### src/rtl/intr_button_conditioner.sv
// Interrupt push-button conditioner: 2-flop sync, press/release debounce, one IRQ per press.
// Build option INTR_HOLD_EN: intr_out held until intr_ack (else fixed-width pulse).
module intr_button_conditioner #(
  parameter int unsigned DB_CYCLES    = 500000,
  parameter int unsigned PULSE_CYCLES = 4
) (
  input  logic       clk,
  input  logic       rst_n,
  input  logic       btn_in,
  input  logic       intr_ack,
  output logic       intr_out,
  output logic       btn_level,
  output logic [7:0] press_count
);

  localparam int unsigned DW = $clog2(DB_CYCLES + 1);
  localparam logic [DW-1:0] DB_LAST = DW'(DB_CYCLES - 1);
  localparam logic [DW-1:0] DB_MAX  = DW'(DB_CYCLES);
  localparam logic [DW-1:0] DB_ONE  = DW'(1);

  typedef enum logic [2:0] {
    IDLE,
    PRESS,
    FIRE,
    HELD,
    RELEASE
  } state_t;

  state_t        state;
  logic [DW-1:0] db_cnt;
  logic          sync1;
  logic          btn_s;
  logic          fire;

  always_ff @(posedge clk) begin
    if (!rst_n) begin
      sync1 <= 1'b0;
      btn_s <= 1'b0;
    end else begin
      sync1 <= btn_in;
      btn_s <= sync1;
    end
  end

  assign fire = (state == FIRE);

  always_ff @(posedge clk) begin
    if (!rst_n) begin
      state       <= IDLE;
      db_cnt      <= '0;
      btn_level   <= 1'b0;
      press_count <= '0;
    end else begin
      case (state)
        IDLE: begin
          if (btn_s) begin
            state  <= PRESS;
            db_cnt <= DB_ONE;
          end
        end
        PRESS: begin
          if (!btn_s) begin
            state  <= IDLE;
            db_cnt <= '0;
          end else if (db_cnt == DB_LAST) begin
            state <= FIRE;
          end else if (db_cnt != DB_MAX) begin
            db_cnt <= db_cnt + DB_ONE;
          end
        end
        FIRE: begin
          state       <= HELD;
          db_cnt      <= '0;
          btn_level   <= 1'b1;
          press_count <= press_count + 8'd1;
        end
        HELD: begin
          if (!btn_s) begin
            state  <= RELEASE;
            db_cnt <= DB_ONE;
          end
        end
        RELEASE: begin
          if (btn_s) begin
            state  <= HELD;
            db_cnt <= '0;
          end else if (db_cnt == DB_LAST) begin
            state     <= IDLE;
            db_cnt    <= '0;
            btn_level <= 1'b0;
          end else if (db_cnt != DB_MAX) begin
            db_cnt <= db_cnt + DB_ONE;
          end
        end
        default: begin
          state  <= IDLE;
          db_cnt <= '0;
        end
      endcase
    end
  end

`ifdef INTR_HOLD_EN
  // A fire in the same cycle as an ack wins, so a fresh request is never lost.
  always_ff @(posedge clk) begin
    if (!rst_n) begin
      intr_out <= 1'b0;
    end else if (fire) begin
      intr_out <= 1'b1;
    end else if (intr_ack && intr_out) begin
      intr_out <= 1'b0;
    end
  end
`else
  localparam int unsigned PW = $clog2(PULSE_CYCLES + 1);
  localparam logic [PW-1:0] P_LOAD = PW'(PULSE_CYCLES);
  localparam logic [PW-1:0] P_ONE  = PW'(1);

  logic [PW-1:0] pcnt;
  logic          unused_ack;

  assign unused_ack = intr_ack;

  // Re-fire reloads the counter, stretching the active pulse.
  always_ff @(posedge clk) begin
    if (!rst_n) begin
      pcnt     <= '0;
      intr_out <= 1'b0;
    end else if (fire) begin
      pcnt     <= P_LOAD;
      intr_out <= 1'b1;
    end else if (pcnt != '0) begin
      pcnt     <= pcnt - P_ONE;
      intr_out <= (pcnt > P_ONE);
    end
  end
`endif

endmodule

### config.mk
export PLATFORM = sky130hd
export DESIGN_NAME = intr_button_conditioner
export DESIGN_NICKNAME = d
export VERILOG_FILES = /design/src/rtl/intr_button_conditioner.sv
export SDC_FILE = /design/constraint.sdc
export NUM_CORES = 1
export LEC_CHECK = 0
export ABC_AREA = 1
export CAP_MARGIN = 20
export CORE_UTILIZATION = 45
export CTS_BUF_LIST = sky130_fd_sc_hd__clkbuf_2 sky130_fd_sc_hd__clkbuf_4 sky130_fd_sc_hd__clkbuf_8
export DETAILED_ROUTE_END_ITERATION = 7
export PLACE_DENSITY = 0.65
export SYNTH_ARGS = -nofsm -noshare
export SYNTH_HDL_FRONTEND = slang
export SYNTH_SLANG_ARGS = --single-unit
### constraint.sdc
create_clock -name clk -period 4.46 [get_ports clk]
set_clock_uncertainty 0.15 [all_clocks]
set_input_delay 0.892 -clock clk [delete_from_list [all_inputs] [get_ports clk]]
set_output_delay 0.892 -clock clk [all_outputs]
set_load 0.05 [all_outputs]
==> flow_metrics.py, run 1 <==
metrics = {
    "outcome": {
        "outcome": "completed",
    },
    "worst_setup_path": {
        "crit_family": "buffers and inverters",
        "cp.arrival_ns": 2.73,
        "startpoint": "rst_n",
        "crit_required_ns": 4.51,
        "cp_num_buf_inv": 2,
        "start_kind": "input port",
        "reg2reg_from": "db_cnt[0]",
        "cp_slowest_cell": "clkdlybuf4s50_1",
        "slowest_delay_ns": 0.75,
        "crit_type": "input port to register",
        "path_cells": "clkdlybuf4s50_1 > clkinv_1 > nor3_1",
        "crit_fanout": 25,
        "end_kind": "register",
    },
    "grt": {
        "first_global_vias": 1769,
        "grt_overflow": 0,
        "antenna_found_initial": 0,
        "grt_pass1_wl_um": 7534,
        "grt_max_degree": 26,
        "grt.total_usage_pct": 18.88,
    },
    "clock_tree": {
        "hold_buffers": 0,
        "cts_tree": "done",
        "cts_root_buffer": "clkbuf_8",
        "htree_levels": 2,
        "clk_path_buf_depth": 2,
        "cts_made_buffers": 5,
        "clkSinkCount": 37,
        "clk_latency_ns": 0.29,
        "post-cts-setup-buffers": 0,
        "clk_pin_slew_worst_paths_ns": 0.07,
        "cts_resized": 0,
    },
    "timing": {
        "slew_headroom_pct": 42.55,
        "final_hold_viol_count": 0,
        "tightest_slew_ns": 0.8616,
        "period_minus_slack_ns": 2.676,
        "finalSetupViolations": 0,
        "rsz0062_at_grt": "false",
        "fmax_ghz": 0.3737,
        "drv_slew": 0,
        "tns_ns": 0,
        "fin_crit_sh_pct": 60.00,
    },
    "logic_synthesis": {
        "syn_inst": 302,
        "synth.distinct_cells": 38,
        "synth.avg_cell_area_um2": 6.944,
        "synth_area_mm2": 0.002097,
        "ys_seq_area_share_pct": 35.32,
        "synth_nets": 312,
        "yosys_warnings": 0,
        "yosys_register_bits": 37,
    },
    "power": {
        "combinationalPowerShare_pct": 33.6,
        "p_leak_nw": 0.9491,
        "p_per_area_mw_per_mm2": 461.8,
        "p_total_mw": 1.093,
        "p_switching_mw": 0.4117,
        "p_sw_share_pct": 37.67,
        "clock_power_share_pct": 28.0,
        "seq_power_share_pct": 38.5,
        "ir_drop_v": 0.0002933,
        "internal_power_mw": 0.6814,
    },
    "min_path": {
        "worstHoldStart": "sync1",
        "hp-class": "register to register",
    },
    "detailed_routing": {
        "drt_first_pass_iters": 4,
        "drt_iter0_markers": 71,
        "vias_per_cell": 5.149,
        "drc": 0,
        "vias": 1895,
        "wire_per_inst_um": 11.76,
        "antenna_left": 0,
        "wirelength_um": 4326,
    },
    "die": {
        "die_w_um": 70.27,
        "die_h_um": 70.27,
        "start_util_pct": 47.51,
        "die_area_mm2": 0.004937,
        "fp-row-count": 24,
        "core_area_mm2": 0.004414,
        "io_pins": 14,
    },
    "placement": {
        "dp_hpwl_um": 3117,
        "place_congestion": 0.8429,
        "portBuffers": 12,
    },
    "finish": {
        "diodes": 0,
        "final_net_count": 325,
        "fillCellCount": 450,
        "drive_gt1_share_pct": 7.911,
        "syn_to_final_growth_pct": 12.89,
    },
    "job": {
        "maxCapViolCount": 0,
    },
}
==> power groups by stage <==
stage	Clock, mW	Sequential [mW]	Combinational, mW
CTS	0.314	0.420	0.372
global placement	0	0.427	0.367
detailed placement	0	0.427	0.370
finish	0.306	0.421	0.367
floorplan	0	0.471	0.247
global route	0.330	0.426	0.416
==> registers in the layout, summed over array words and instances, names as in the netlist <==
name	cells
press_count	8
btn_level	1
db_cnt	19
sync1	1
state	3
btn_s	1
pcnt	3
intr_out	1
==> placed cells by master (no fill, tap or decap), drive strengths merged, types with 11 or more instances in the layout <==
cell type      Yosys  routed
nand2             78      78
dfxtp             37      37
inv               37      37
nand3             26      26
nor2              26      26
a21oi             25      25
nor3              13      13
xor2              12      12
clkdlybuf4s50      0      12
o21ai             11      11
==> area by class of cell <==
cell class                 count  area (µm²)  share of cell area [%]
tap                           52       65.06                   2.748
inverter                      39       146.4                   6.184
multi-input combinational    220        1175                   49.63
timing repair buffer          12       120.1                   5.074
sequential                    37       740.7                   31.29
clock inverter                 2       37.54                   1.586
clock buffer                   6       82.58                   3.488
==> through the flow <==
stage	hold slack [ns]	worst slack, ns	std cells	area [µm²]	utilization (%)
finish	0.2733	1.784	368	2367	53.63
global route	0.2959	1.576	368	2367	53.63
CTS	0.2764	1.751	368	2367	53.63
detailed placement	0.2583	1.442	360	2247	50.91
global placement	0.2429	1.470	360	2247	50.91
floorplan	0.2405	2.683	302	2097	-
==> cell usage after synthesis, drive strengths merged <==
library cell   n  area [µm²]
or2            2       12.52
nand4          6       37.54
nor3b          2       15.01
o211ai         2       15.01
clkinv         2       7.510
a21o           1       7.510
o21a           2       15.01
xnor2          1       8.760
a21oi         25       125.1
nand2         78       297.8
clkbuf         3       11.26
nand3         26       140.1
a31oi          1       6.260
xor2          12       105.1
buf            3       23.77
and3           1       6.260
nor2          26       110.1
mux2i          1       10.01
o21bai         1       7.510
inv           37       138.9
nand3b         1       7.510
ha             6       75.07
o311ai         1       8.760
nor3          13       92.59
dfxtp         37       740.7
o21ai         11       62.56
o221ai         1       8.760
==> layer usage <==
| layer | part of all wire, % | wire [µm] | vias up | global-route usage [%] |
|---|---|---|---|---|
| li1 | - | - | 1004 | - |
| met1 | 50 | 2142 | 848 | 24.46 |
| met2 | 45 | 1958 | 38 | 30.69 |
| met3 | 4.1 | 176 | 5 | 4.329 |
| met4 | 1.1 | 48 | 0 | 6.444 |
| met5 | 0 | 0 | - | 0 |
==> cells by family after synthesis <==
family                     count (synthesis)  share of synthesized area, %
muxes                                      1                        0.4773
DFF                                       37                         35.32
AOI/OAI and AO/OA                         45                         12.23
buffers and inverters                     45                         8.652
xor gates and xnor gates                  13                         5.430
adders and majority gates                  6                         3.580
and+or+nand+nor                          155                         34.31
==> worst reg2reg max path: cells and delay by family, from the launching register on <==
kind,cells,cell delay (ns)
AOI/OAI and AO/OA,1,0.69
adders and majority gates,1,0.23
buffers and inverters,1,0.10
DFF,1,0.49
and+or+nand+nor,7,0.69
==> final timing paths <==
check | to | slack [ns] | cells after the start
worst min register to register | btn_s | 0.27 | 2
worst max register to register | db_cnt[1] | 2.00 | 10
worst max-delay path | pcnt[0] | 1.78 | 3
worst min-delay path | btn_s | 0.27 | 2
(Power assumes the default switching activity.)
==> run 2, diff against run 1 <==
PLACE_DENSITY = 0.67   (was 0.65)
clock period = 2.3 ns   (was 4.46 ns; I/O delays follow)
==> run 2 against run 1 <==
Final area is 1.6% higher. Global-route usage decreased by 0.25 points. Sequential power increased by 93%. Sequential share of layout area decreased by 0.49 points. Via count is the same. Total power is 97% higher. Utilization up 0.85 points. Clock-buffer cell count unchanged. Register-to-register slack got worse by 1.7 ns. Largest cell class unchanged. Highest routed layer unchanged.
==> flow_metrics.py, run 2 (synthesis results as in run 1) <==
metrics = {
    "die": {
        "io_pins": 14,
        "fp-row-count": 24,
        "die_w_um": 70.27,
        "start_util_pct": 47.51,
        "die_h_um": 70.27,
        "die_area_mm2": 0.004937,
        "core_area_mm2": 0.004414,
    },
    "clock_tree": {
        "cts_resized": 0,
        "cts_made_buffers": 5,
        "hold_buffers": 0,
        "cts_root_buffer": "clkbuf_8",
        "post-cts-setup-buffers": 0,
        "clk_latency_ns": 0.29,
        "htree_levels": 2,
        "clk_path_buf_depth": 2,
        "cts_tree": "done",
        "clkSinkCount": 37,
        "clk_pin_slew_worst_paths_ns": 0.07,
    },
    "worst_setup_path": {
        "cp_slowest_cell": "clkdlybuf4s50_1",
        "crit_type": "register to output port",
        "start_kind": "register",
        "reg2reg_slack_ns": 0.33,
        "end_kind": "output port",
        "path_cells": "clkdlybuf4s50_1",
        "slowest_delay_ns": 0.84,
        "cp_num_buf_inv": 1,
        "crit_required_ns": 1.69,
        "crit_fanout": 5,
        "crit_family": "buffers and inverters",
        "cp.arrival_ns": 1.55,
    },
    "detailed_routing": {
        "met1Wirelength_um": 2136,
        "vias": 1895,
        "vias_per_cell": 5.080,
        "wl_met3_um": 162,
        "wirelength_um": 4222,
        "top_layer": "met4",
        "drt_first_pass_iters": 4,
        "wire_per_inst_um": 11.32,
        "wl_met2_um": 1896,
        "drt_iter0_markers": 98,
        "antenna_left": 0,
        "drc": 0,
    },
    "finish": {
        "reg.largest.list": "db_cnt (19), press_count (8)",
        "instances_no_fill": 373,
        "diodes": 0,
        "final_net_count": 330,
        "register_area_um2": 740.7,
        "postLayoutCoreUtil_pct": 54.48,
        "drive_gt1_share_pct": 9.346,
        "final_common_cell": "nand2_1",
        "layout_common_cells": "nand2_1 (76), dfxtp_1 (37), inv_1 (32), a21oi_1 (25), nand3_1 (24)",
        "largest_reg_flops": 19,
        "fillCellCount": 453,
        "top_register": "db_cnt",
        "syn_to_final_growth_pct": 14.68,
        "multi_input_area_mm2": 0.001175,
    },
    "timing": {
        "rsz0062_at_grt": "false",
        "tightest_slew_ns": 0.5026,
        "period_minus_slack_ns": 2.156,
        "fmax_ghz": 0.4638,
        "slew_headroom_pct": 66.39,
        "finalSetupViolations": 0,
        "drv_slew": 0,
        "setup_slack_ns": 0.1437,
        "fin_crit_sh_pct": 93.75,
        "final_hold_viol_count": 0,
        "tns_ns": 0,
    },
    "grt": {
        "grt_pass1_wl_um": 7521,
        "first_global_vias": 1721,
        "grt_max_degree": 26,
        "grt_overflow": 0,
        "antenna_found_initial": 0,
        "grt.total_usage_pct": 18.63,
    },
    "outcome": {
        "outcome": "completed",
    },
    "placement": {
        "place_congestion": 0.8251,
        "portBuffers": 12,
        "place_inst": 365,
        "dp_hpwl_um": 3056,
        "preCtsSetupSlack_ns": 0.3562,
    },
    "min_path": {
        "hp-class": "register to register",
    },
    "power": {
        "p_per_area_mw_per_mm2": 894.8,
        "p_total_mw": 2.152,
        "ir_drop_v": 0.0006054,
        "p_leak_nw": 0.9735,
    },
    "job": {
        "maxCapViolCount": 0,
    },
}
run 2: per-layer routing:
layer  up-vias  track usage (%)
li1       1018                -
met1       844            24.08
met2        31            30.90
met3         2            4.618
met4         0            4.667
met5         -                0
run 2: final timing paths:
path                    end            from  depth (start not counted)
max          press_count[0]  press_count[0]                          1
min reg2reg           btn_s           sync1                          2
min                   btn_s           sync1                          2
max reg2reg      db_cnt[12]       db_cnt[0]                          9
run 2: area by class of cell:
cell class	count	area share, %
Multi-Input combinational cell	220	48.86
Sequential cell	37	30.80
Timing Repair Buffer	17	6.556
Inverter	39	6.087
Clock buffer	6	3.434
Tap cell	52	2.706
Clock inverter	2	1.561
run 2: stage by stage:
stage / hold WS [ns] / instance area, µm²
final: 0.2705 / 2405
after global routing: 0.3061 / 2405
after CTS: 0.2724 / 2405
after detailed placement: 0.2545 / 2285
after global placement: 0.2488 / 2285
after floorplan: 0.2405 / 2097
run 2: power by group:
part           total (mW)  switching (mW)  internal [mW]
logic               0.746           0.474          0.272
clock network       0.592           0.239          0.353
registers           0.813          0.0867          0.727
